### src/rtl/nese_dbg_pkg.sv
// Shared encodings for the debug run controller: command opcodes, FSM states, datapath width.
package nese_dbg_pkg;

    localparam int DBG_W = 16;

    typedef enum logic [1:0] {
        OP_RUN    = 2'd0,
        OP_HALT   = 2'd1,
        OP_STEP   = 2'd2,
        OP_RUN_TO = 2'd3
    } cmd_op_e;

    typedef enum logic [1:0] {
        ST_HALTED   = 2'd0,
        ST_RUNNING  = 2'd1,
        ST_STEPPING = 2'd2,
        ST_RUNTO    = 2'd3
    } dbg_state_e;

endpackage

### src/rtl/debug_run_ctrl.sv
// Debug run/halt/step/run-to controller driving the clk_int_matcher that gates the CPU clock.
// Optional completion counter enabled by defining DBG_HIT_COUNT_EN.
module debug_run_ctrl
    import nese_dbg_pkg::*;
(
    input  logic             clk_in,
    input  logic             rst,
    input  logic             cmd_valid,
    input  logic [1:0]       cmd_op,
    input  logic [DBG_W-1:0] cmd_arg,
    output logic             cmd_ready,
    output logic             cmd_err,
    input  logic [DBG_W-1:0] cpu_addr,
    output logic             mtch_active,
    output logic [DBG_W-1:0] mtch_int_a,
    output logic [DBG_W-1:0] mtch_int_b,
    input  logic             mtch_match,
    output logic             halted,
    output logic             done,
    output logic [DBG_W-1:0] hit_count
);

    dbg_state_e       state, state_d;
    cmd_op_e          op;
    logic [DBG_W-1:0] step_cnt, step_cnt_d;
    logic [DBG_W-1:0] int_b_d;
    logic             done_d, err_d;

    assign op        = cmd_op_e'(cmd_op);
    assign cmd_ready = 1'b1;

    // A matcher hit takes priority over a same-cycle HALT so the completion is still reported.
    always_comb begin
        state_d    = state;
        step_cnt_d = step_cnt;
        int_b_d    = mtch_int_b;
        done_d     = 1'b0;
        err_d      = 1'b0;
        case (state)
            ST_HALTED: begin
                if (cmd_valid) begin
                    case (op)
                        OP_RUN: state_d = ST_RUNNING;
                        OP_STEP: begin
                            if (cmd_arg != '0) begin
                                state_d    = ST_STEPPING;
                                step_cnt_d = '0;
                                int_b_d    = cmd_arg;
                            end else begin
                                done_d = 1'b1;
                            end
                        end
                        OP_RUN_TO: begin
                            state_d = ST_RUNTO;
                            int_b_d = cmd_arg;
                        end
                        default: ;
                    endcase
                end
            end
            ST_RUNNING: begin
                if (cmd_valid) begin
                    if (op == OP_HALT) state_d = ST_HALTED;
                    else               err_d   = 1'b1;
                end
            end
            ST_STEPPING: begin
                if (mtch_match) begin
                    state_d = ST_HALTED;
                    done_d  = 1'b1;
                end else if (cmd_valid && op == OP_HALT) begin
                    state_d = ST_HALTED;
                end else begin
                    step_cnt_d = step_cnt + 1'b1;
                    err_d      = cmd_valid;
                end
            end
            default: begin
                if (mtch_match) begin
                    state_d = ST_HALTED;
                    done_d  = 1'b1;
                end else if (cmd_valid && op == OP_HALT) begin
                    state_d = ST_HALTED;
                end else begin
                    err_d = cmd_valid;
                end
            end
        endcase
        // Halted means a forced 0==0 match, so both compare operands return to zero.
        if (state_d == ST_HALTED) begin
            step_cnt_d = '0;
            int_b_d    = '0;
        end
    end

    always_ff @(posedge clk_in or posedge rst) begin
        if (rst) begin
            state       <= ST_HALTED;
            step_cnt    <= '0;
            mtch_int_b  <= '0;
            mtch_active <= 1'b1;
            halted      <= 1'b1;
            done        <= 1'b0;
            cmd_err     <= 1'b0;
        end else begin
            state       <= state_d;
            step_cnt    <= step_cnt_d;
            mtch_int_b  <= int_b_d;
            mtch_active <= (state_d != ST_RUNNING);
            halted      <= (state_d == ST_HALTED);
            done        <= done_d;
            cmd_err     <= err_d;
        end
    end

    // In RUNTO the live address bus is compared directly so a hit is seen in the same cycle.
    always_comb begin
        mtch_int_a = '0;
        case (state)
            ST_STEPPING: mtch_int_a = step_cnt;
            ST_RUNTO:    mtch_int_a = cpu_addr;
            default:     mtch_int_a = '0;
        endcase
    end

`ifdef DBG_HIT_COUNT_EN
    always_ff @(posedge clk_in or posedge rst) begin
        if (rst) begin
            hit_count <= '0;
        end else if (done_d && hit_count != {DBG_W{1'b1}}) begin
            hit_count <= hit_count + 1'b1;
        end
    end
`else
    assign hit_count = '0;
`endif

endmodule
### config.mk
export PLATFORM = sky130hd
export DESIGN_NAME = debug_run_ctrl
export DESIGN_NICKNAME = d
export VERILOG_FILES = /design/src/rtl/nese_dbg_pkg.sv /design/src/rtl/debug_run_ctrl.sv
export SDC_FILE = /design/constraint.sdc
export NUM_CORES = 1
export LEC_CHECK = 0
export ABC_AREA = 0
export BUFFER_PORTS_ARGS = -buffer_cell sky130_fd_sc_hd__buf_2
export CAP_MARGIN = 25
export CORE_MARGIN = 4
export CORE_UTILIZATION = 40
export DETAILED_ROUTE_END_ITERATION = 6
export PLACE_DENSITY = 0.68
export REMOVE_ABC_BUFFERS = 1
export SYNTH_ARGS = -nofsm -noshare
export SYNTH_HDL_FRONTEND = slang
export SYNTH_SLANG_ARGS = --single-unit
### constraint.sdc
create_clock -name clk_in -period 2.4 [get_ports clk_in]
set_input_delay 0.24 -clock clk_in [delete_from_list [all_inputs] [get_ports clk_in]]
set_output_delay 0.24 -clock clk_in [all_outputs]
set_load 0.02 [all_outputs]
==> results.toml <==
[run_status]
outcome = "completed"

[grt]
grt.met1_usage = 0.1913
first_global_vias = 1856
groute.layer.met2.usage = 0.2536
globalRouteOverflowTotal = 0
grt_pass1_wl_um = 8776
initial_antenna_violation_count = 0
largest_net_degree_at_the_start_of_global_routing = 39
global_route.usage.met3 = 0.02962
busiest_layer = "met2"
gr-usage-all-layers = 0.1511

[floorplan]
placeableCoreArea_sq_mm = 0.005507
die_w_um = 83.50
fp-row-count = 27
ios = 91
start_util = 0.4140
overall_die_height_um = 83.50
floorplan.die_area_sq_mm = 0.006971

[clocking]
number_of_instances_resized_during_post_cts_repair = 0
maximum_buffer_depth_of_the_clock_tree = 2
holdBufCountCts = 0
cts.repair_timing.setup_buffer_count = 0
htree_num_levels = 2
worst_setup_hold_path_clk_slew_ns = 0.08
ctsRootBufferMaster = "sky130_fd_sc_hd__clkbuf_8"
cts_tree = "done"
tritoncts.num_buffers = 5
cts.sink_count = 38
worstSkewPairLatency_ns = 0.29

[sta]
report.final.hold_viol_count = 0
maxClockFrequency_mhz = 500.6
post_layout_min_period_ns = 1.998
setup-violations-final = 0
max-slew-margin-rel = 0.5940
timing.hold.ws_ns = 0.04757
period_share = 0.8323
rsz0062_at_grt = "false"
tightestPinTransition_ns = 0.6039
slew_viol_final = 0
totalNegativeSetupSlack_ns = 0
timing.clock.skew_ns = 0.006138
setup_slack_ns = 0.4024

[yosys]
ys_async_rst_share = 1.000
synthesis.yosys.warnings = 0
synthTopCellsByArea = "sky130_fd_sc_hd__dfrtp_1 (40%), sky130_fd_sc_hd__mux2i_1 (14%), sky130_fd_sc_hd__buf_4 (5.6%), sky130_fd_sc_hd__o21ai_0 (4.8%), sky130_fd_sc_hd__nor2b_1 (4.4%)"
mapped_avg_cell_area_sq_um = 9.499
yosysMostFrequentCell = "sky130_fd_sc_hd__dfrtp_1"
synth-edff-count = 0
yosys_register_bits = 38
post-synth-top-area-cell = "sky130_fd_sc_hd__dfrtp_1"
ys.flop_type = "sky130_fd_sc_hd__dfrtp_1"
netlist-cell-type-count = 40
synth.top_cell.area_share = 0.3952
postSynthCellCount = 240
synth_sequential_area_ratio = 0.4182
netlist_top_cells_count = "sky130_fd_sc_hd__dfrtp_1 (36), sky130_fd_sc_hd__mux2i_1 (31), sky130_fd_sc_hd__nor2_1 (23), sky130_fd_sc_hd__o21ai_0 (22), sky130_fd_sc_hd__nand2_1 (18)"
synth.cell_area_sq_mm = 0.002280

[final_layout]
util_after_layout = 0.5087
antennaDiodeCount = 0
finish.net_count = 356
final_cells = 390
final_layout_size_suffix_gt1_frac = 0.3145
fill_cells = 523
areaGrowthSynthToFinish_pct = 22.89

[route]
route.detailed.wl_per_inst_um = 13.32
vias_per_instance = 4.885
routed_wl_um = 5194
via_count_of_the_routed_design = 1905
drt.antenna.violating_nets = 0
detail_route.iter0.violations = 91
firstDrtPassIters = 4
route.detailed.drc = 0

[critical_path]
worstPathBufferInverterCount = 2
cp_max_fo = 14
cp-end-kind = "output pin"
cp.required_ns = 2.16
timing.critical_path.cells = "buf_4, mux2i_1, nor2b_1, buf_2"
critical_path.top_delay_family = "flip-flops"
startpoint_type_of_the_worst_setup_path = "register"
crit_path_max_incr_delay_ns = 0.72
slowest_stage = "sky130_fd_sc_hd__dfrtp_1"
crit_arrival_ns = 1.76
criticalPathCategory = "reg -> out"

[min_path]
worst_hold_path_type = "in -> async"

[placement]
gp_congestion = 0.7832
dp.cells = 382
detailedPlacementHpwl_um = 3942
dp_slack_ns = 0.3298
numPortBuffers = 73

[pwr]
pwr_density_cell_mw_per_mm2 = 754.5
total_leakage_power_nw = 1.496
peakVddDrop_uv = 474.4

[run]
cap_violations = 0
[layer usage]
metal	vias up	routed length, um
li1	954	-
met1	882	2262
met2	62	2509
met3	7	341
met4	0	80
met5	-	0
[state kept, by name, indices dropped and copies added, names as in the netlist]
signal and flops:
mtch_int_b 16, step_cnt 16, state 2, cmd_err 1, done 1, halted 1
mtch_active 1
[cells by family after synthesis]
logic type,after synthesis,share of synthesized area
DFF,38,0.4182
other,2,0.003294
AOI/OAI and AO/OA,38,0.1098
adders and majority gates,1,0.005488
xor gates and xnor gates,5,0.01921
muxes,31,0.1361
and+or+nand+nor,95,0.2173
buffers and inverters,30,0.09055
[power by group]
| group | internal, W | total (W) | switching (W) |
|---|---|---|---|
| Sequential | 0.000721 | 0.000792 | 0.0000714 |
| Combinational | 0.000262 | 0.000673 | 0.000411 |
| Clock | 0.000416 | 0.000648 | 0.000232 |
[cell usage in the layout, fill, tap and decap left out, types with 4 or more instances in the layout]
cell	count
sky130_fd_sc_hd__a21oi_1	6
sky130_fd_sc_hd__buf_2	73
sky130_fd_sc_hd__buf_4	9
sky130_fd_sc_hd__clkbuf_8	5
sky130_fd_sc_hd__conb_1	17
sky130_fd_sc_hd__dfrtp_1	36
sky130_fd_sc_hd__mux2i_1	31
sky130_fd_sc_hd__nand2_1	18
sky130_fd_sc_hd__nand2b_1	5
sky130_fd_sc_hd__nand3_1	5
sky130_fd_sc_hd__nand4_1	5
sky130_fd_sc_hd__nor2_1	23
sky130_fd_sc_hd__nor2b_1	16
sky130_fd_sc_hd__nor3_1	4
sky130_fd_sc_hd__nor4_1	5
sky130_fd_sc_hd__o21ai_0	22
sky130_fd_sc_hd__xor2_1	4
[tightest hold or removal path: stages]
cell	delay [ns]
sky130_fd_sc_hd__buf_2	0.09
sky130_fd_sc_hd__inv_1	0.04
sky130_fd_sc_hd__buf_4	0.40
[through the flow]
stage / cell area [sq um] / total power (W)
floorplan: 2141 / 0.001238
global placement: 2664 / 0.001472
detailed placement: 2664 / 0.001483
CTS: 2801 / 0.002133
global route: 2801 / 0.002226
finish: 2801 / 0.002114
[layout make-up]
class	count	area, sq um	share of cell area
multi-input combinational	187	1176	0.4198
sequential	38	953.4	0.3403
timing repair buffer	82	432.9	0.1545
tap	72	90.09	0.03216
clock buffer	5	68.82	0.02456
clock inverter	3	68.82	0.02456
inverter	3	11.26	0.004020
[path summary, 6_finish.rpt]
check | start | to | slack, ns | depth (start not counted)
hold reg to reg | mtch_int_b[5]$_DFFE_PP0P_ | mtch_int_b[5]$_DFFE_PP0P_ | 0.53 | 2
hold / removal | rst | mtch_int_b[3]$_DFFE_PP0P_ | 0.05 | 3
max in group asynchronous | rst | mtch_active$_DFF_PP1_ | 1.99 | 3
min in group clk_in | cmd_arg[11] | mtch_int_b[11]$_DFFE_PP0P_ | 0.21 | 3
setup / recovery | state[0]$_DFF_PP0_ | mtch_int_a[8] | 0.40 | 4
setup reg to reg | state[0]$_DFF_PP0_ | mtch_int_b[10]$_DFFE_PP0P_ | 0.46 | 5
(Power assumes the default switching activity.)
